`src/rtl/hazard_scoreboard.sv`:
```
// hazard_scoreboard: tracks in-flight register writes per downstream stage and produces the D-stage
// stall, rs/rt forwarding selects and mul/div busy window. Define HAZARD_STATS_EN for the stall counter.
module hazard_scoreboard #(
  parameter int STAGES      = 3,
  parameter int REG_W       = 5,
  parameter int MUL_LATENCY = 5,
  localparam int SEL_W      = $clog2(STAGES + 1),
  localparam int STG_W      = 3
) (
  input  logic             clk,
  input  logic             reset,
  input  logic             d_valid,
  input  logic [REG_W-1:0] d_rs,
  input  logic [STG_W-1:0] d_rs_need,
  input  logic [REG_W-1:0] d_rt,
  input  logic [STG_W-1:0] d_rt_need,
  input  logic [REG_W-1:0] d_dest,
  input  logic [STG_W-1:0] d_ready,
  input  logic             d_mul_start,
  input  logic             d_mul_use,
  output logic             stall,
  output logic [SEL_W-1:0] fwd_rs,
  output logic [SEL_W-1:0] fwd_rt,
  output logic             mul_busy,
  output logic [31:0]      stall_count
);

  logic [STAGES:1]            vld_q, vld_d;
  logic [STAGES:1][REG_W-1:0] dest_q, dest_d;
  logic [STAGES:1][STG_W-1:0] rdy_q, rdy_d;
  logic [7:0]                 mul_cnt_q, mul_cnt_d;
  logic [STG_W-1:0]           rdy_norm;
  logic [SEL_W:0]             rs_eval, rt_eval;
  logic                       mul_haz;

  // Returns {hazard, fwd_sel} for one source; the loop runs oldest to youngest so the youngest match wins.
  function automatic logic [SEL_W:0] src_eval(input logic [REG_W-1:0] src,
                                              input logic [STG_W-1:0] need);
    int               k_hit;
    logic [STG_W-1:0] r_hit;
    logic             haz;
    logic [SEL_W-1:0] fwd;
    k_hit = 0;
    r_hit = '0;
    for (int k = STAGES; k >= 1; k--) begin
      if (src != '0 && vld_q[k] && dest_q[k] == src) begin
        k_hit = k;
        r_hit = rdy_q[k];
      end
    end
    haz = (k_hit != 0) && (k_hit + int'(need) <= int'(r_hit));
    fwd = (k_hit != 0 && k_hit > int'(r_hit)) ? SEL_W'(k_hit) : '0;
    return {haz, fwd};
  endfunction

  always_comb begin
    rs_eval  = src_eval(d_rs, d_rs_need);
    rt_eval  = src_eval(d_rt, d_rt_need);
    mul_haz  = d_mul_use && (mul_cnt_q != 8'd0);
    stall    = d_valid && (rs_eval[SEL_W] || rt_eval[SEL_W] || mul_haz);
    fwd_rs   = rs_eval[SEL_W-1:0];
    fwd_rt   = rt_eval[SEL_W-1:0];
    mul_busy = (mul_cnt_q != 8'd0);
  end

  always_comb begin
    vld_d  = '0;
    dest_d = '0;
    rdy_d  = '0;
    // A ready stage of 0 or beyond the tracked window means the value only exists at retirement.
    rdy_norm = d_ready;
    if (d_ready == '0 || int'(d_ready) > STAGES) rdy_norm = STG_W'(STAGES);
    vld_d[1]  = d_valid && !stall && (d_dest != '0);
    dest_d[1] = d_dest;
    rdy_d[1]  = rdy_norm;
    for (int k = 2; k <= STAGES; k++) begin
      vld_d[k]  = vld_q[k-1];
      dest_d[k] = dest_q[k-1];
      rdy_d[k]  = rdy_q[k-1];
    end
    mul_cnt_d = mul_cnt_q;
    if (d_valid && d_mul_start && !stall) mul_cnt_d = 8'(MUL_LATENCY);
    else if (mul_cnt_q != 8'd0)           mul_cnt_d = mul_cnt_q - 8'd1;
  end

  always_ff @(posedge clk or negedge reset) begin
    if (!reset) begin
      vld_q     <= '0;
      dest_q    <= '0;
      rdy_q     <= '0;
      mul_cnt_q <= 8'd0;
    end else begin
      vld_q     <= vld_d;
      dest_q    <= dest_d;
      rdy_q     <= rdy_d;
      mul_cnt_q <= mul_cnt_d;
    end
  end

`ifdef HAZARD_STATS_EN
  logic [31:0] stall_count_q, stall_count_d;

  always_comb begin
    stall_count_d = stall_count_q;
    if (stall && stall_count_q != 32'hFFFF_FFFF) stall_count_d = stall_count_q + 32'd1;
  end

  always_ff @(posedge clk or negedge reset) begin
    if (!reset) stall_count_q <= 32'd0;
    else        stall_count_q <= stall_count_d;
  end

  assign stall_count = stall_count_q;
`else
  assign stall_count = 32'd0;
`endif

endmodule
```
`config.mk`:
```
export PLATFORM = sky130hd
export DESIGN_NAME = hazard_scoreboard
export DESIGN_NICKNAME = d
export VERILOG_FILES = /design/src/rtl/hazard_scoreboard.sv
export SDC_FILE = /design/constraint.sdc
export NUM_CORES = 1
export LEC_CHECK = 0
export ABC_CLOCK_PERIOD_IN_PS = 7000
export CAP_MARGIN = 0
export CELL_PAD_IN_SITES_DETAIL_PLACEMENT = 1
export CELL_PAD_IN_SITES_GLOBAL_PLACEMENT = 1
export CORE_MARGIN = 3
export CORE_UTILIZATION = 45
export CTS_BUF_LIST = sky130_fd_sc_hd__clkbuf_8
export DETAILED_ROUTE_END_ITERATION = 8
export DONT_BUFFER_PORTS = 1
export MAX_ROUTING_LAYER = met4
export PLACE_DENSITY_LB_ADDON = 0.25
export SLEW_MARGIN = 0
export SYNTH_ARGS = -nofsm -noshare
export SYNTH_HDL_FRONTEND = slang
export SYNTH_SLANG_ARGS = --single-unit
```
`constraint.sdc`:
```
create_clock -name clk -period 7 [get_ports clk]
set_clock_uncertainty 0.05 [all_clocks]
set_input_delay 1.75 -clock clk [delete_from_list [all_inputs] [get_ports clk]]
set_output_delay 1.75 -clock clk [all_outputs]
set_load 0.02 [all_outputs]
```
==> flow_metrics.env <==
export IMPL_crit_arrival_ns=4.98
export IMPL_vias_per_cell=5.157
export IMPL_peakVddDrop_mv=0.1682
export IMPL_root_buffer="clkbuf_8"
export IMPL_required_ns=5.20
export IMPL_r2r_end="mul_cnt_q[2]"
export IMPL_cts_path_max_buffers=2
export IMPL_utilization_pct=51.01
export IMPL_grt_pass1_vias=1698
export IMPL_diodes=0
export IMPL_start_util_pct=48.66
export IMPL_hold_path_class="flop to flop"
export IMPL_reg2reg_depth=15
export IMPL_startpoint_type="input pin"
export IMPL_antenna_found_initial=0
export IMPL_dp_hpwl_microns=4103
export IMPL_worstMarginPinSlew_ns=0.7230
export IMPL_dieArea_sq_um=6257
export IMPL_async_flop_share_pct=100.0
export IMPL_drive_above_1_share_pct=11.79
export IMPL_tritoncts="yes"
export IMPL_area_growth_syn_to_layout_pct=4.839
export IMPL_power_density_nw_per_um2=236.3
export IMPL_r2r_setup_slack_ns=2.96
export IMPL_finalMaxSlewViolations=0
export IMPL_clkLatencyLatePin_ns=0.30
export IMPL_clock_sinks=35
export IMPL_hold_buffers=0
export IMPL_p_leak_nw=1.076
export IMPL_worstSetupEndpointType="primary output"
export IMPL_hold_violations=0
export IMPL_holdPathEnd="rdy_q[8]"
export IMPL_timing_final_crit_share_pct=96.80
export IMPL_place_ws_ns=0.05561
export IMPL_grt_met2_usage_pct=28.87
export IMPL_synth_area_leaders="dfrtp_1 36%, buf_4 10%, xnor2_1 9.1%, ha_1 7.8%, xor2_1 2.9%"
export IMPL_crit_type="input pin to primary output"
export IMPL_layout_commonest_cell="dfrtp_1"
export IMPL_grt_usage_pct=17.49
export IMPL_crit_fanout=4
export IMPL_fin_cells=313
export IMPL_numCtsBuffers=5
export IMPL_first_pass_iters=4
export IMPL_multi_input_comb_area_sq_um=1371
export IMPL_path_clk_slew_ns=0.08
export IMPL_grt_use_met3_pct=3.968
export IMPL_ys_types=47
export IMPL_relSlewSlack_pct=51.51
export IMPL_ios=67
export IMPL_htree_num_levels=2
export IMPL_ys_seq_area_share_pct=36.42
export IMPL_regArea_sq_um=875.8
export IMPL_yosysTopAreaCell="dfrtp_1"
export IMPL_final_setup_tns_ns=0
export IMPL_gr_usage_met1_pct=21.52
export IMPL_clock_fmax_ghz=0.1476
export IMPL_setup_ws_ns=0.2243
export IMPL_wirelength_microns=5003
export IMPL_drtIter0Drc=33
export IMPL_finalInstanceArea_sq_um=2521
export IMPL_outcome="finished clean"
export IMPL_syn_area_per_cell_sq_um=10.23
export IMPL_fill_cells=589
export IMPL_dpl_cell_count=305
export IMPL_min_period_ns=6.776
export IMPL_detail_route_antenna_nets=0
export IMPL_fin_nets=291
export IMPL_final_cell_mix="35 x dfrtp_1, 33 x conb_1, 25 x xnor2_1"
export IMPL_io_buffer_count=0
export IMPL_synth_warnings=0
export IMPL_timing_rr_start="dest_q[12]"
export IMPL_synth_edf_count=0
export IMPL_min_from="rdy_d[8]"
export IMPL_worstHoldPathCells=0
export IMPL_setup_viol=0
export IMPL_ys_ff_latch=35
export IMPL_fp_dieW_microns=79.10
export IMPL_synth_top_cell_area_share_pct=36.42
export IMPL_row_count=25
export IMPL_grt_setup_unrepaired="false"
export IMPL_die_y_microns=79.10
export IMPL_maxCapViolations=0
export IMPL_grt_ovfl_total=0
export IMPL_core_area_sq_um=4942
export IMPL_synth_main_ff_cell="dfrtp_1"
export IMPL_grt_max_degree=36
export IMPL_wl_per_cell_microns=15.98
export IMPL_vias=1614
export IMPL_drc=0
export IMPL_place_gp_congestion=0.8288
export IMPL_grt_pass1_wl_microns=8162
export IMPL_post_dp_cell_area_sq_um=2390
export IMPL_gr_max_usage_layer="met2"
export IMPL_synth_area_sq_um=2405
export IMPL_synth_cells=235
[synth_stat cells (2+ instances only)]
master and n:
nor3_1 6, a21oi_1 6, ha_1 15, buf_4 32, or4_1 3, or3_2 2
nand3_1 2, nor4_4 2, nor2_1 11, a221o_1 2, nand2_1 14, nor4_1 3
nand4_1 6, or4_4 2, o21ai_0 8, xor2_1 8, a22oi_1 2, fa_1 2
dfrtp_1 35, xnor2_1 25, nand2b_1 4, a211oi_1 4, mux2i_1 4, inv_1 10
nor2b_1 5
[final cells by class]
class | instances | share of cell area [%]
flip-flops and latches | 35 | 34.74
multi-input cells | 188 | 54.39
inverters | 10 | 1.489
well taps | 67 | 3.325
clock inverters | 3 | 1.836
clock buffers | 5 | 2.730
repair buffers | 5 | 1.489
[routing by layer]
| metal | up-vias | part of all wire (%) |
|---|---|---|
| li1 | 776 | - |
| met2 | 41 | 50 |
| met5 | - | 0 |
| met1 | 791 | 43 |
| met3 | 6 | 5.2 |
| met4 | 0 | 1.3 |
[repair_timing]
action	4_1_cts	5_1_grt
setup buffers	0	0
endpoints found under the setup margin	0	1
resized for setup	0	6
[how the worst max path moves through the flow]
stage	cells after the start	to	slack, ns	from
after floorplan	14	stall	0.06	d_rt[1]
after global placement	15	stall	0.10	d_rt[1]
after detailed placement	15	stall	0.06	d_rt[1]
after CTS	15	stall	0.03	d_rt[1]
after global routing	16	stall	0.02	d_rs[1]
final	15	stall	0.22	d_rt[1]
[critical path, cell delays in order]
cell and delay [ns]:
or4_4 0.54, nor2_4 0.19, nor3_1 0.15, nor2b_1 0.18, nor2_2 0.14, inv_1 0.06, ha_1 0.20, fa_1 0.46
ha_1 0.32, nor2b_1 0.13, o21a_1 0.16, o21ai_1 0.20, o311ai_4 0.16, a21boi_1 0.18, buf_4 0.16
[power breakdown]
group	switching (W)	leakage, nW	internal, W
clock	0.0000813	0.0548	0.000107
combinational	0.0000811	0.614	0.0000604
sequential	0.0000331	0.407	0.000233
total	0.000196	1.08	0.000400
[state kept, by name, indices dropped and copies added (netlist names)]
| signal | count |
|---|---|
| rdy_q | 3 |
| dest_q | 5 |
| rdy_d | 6 |
| dest_d | 10 |
| mul_cnt_q | 8 |
| vld_q | 3 |
[cells by family (layout without fill, tap and decap cells)]
family | count (synthesis) | in the layout | share of synthesized area (%)
other cells | 1 | 33 | 0.1559
simple gates | 68 | 68 | 17.90
flops | 35 | 35 | 36.42
mux | 5 | 5 | 2.133
fa+ha+maj | 17 | 17 | 9.469
buf+inv | 44 | 23 | 12.23
xor+xnor | 33 | 33 | 12.02
compound gates | 32 | 32 | 9.679
[per-stage QoR]
step           power [W]  hold slack [ns]
3_5_place_dp   0.0004096           0.3460
6_report       0.0005958           0.3643
2_1_floorplan  0.0003943           0.3156
3_3_place_gp   0.0004031           0.3376
5_1_grt        0.0006304           0.3776
4_1_cts        0.0006007           0.3529
Power figures use the tool's default switching activity.
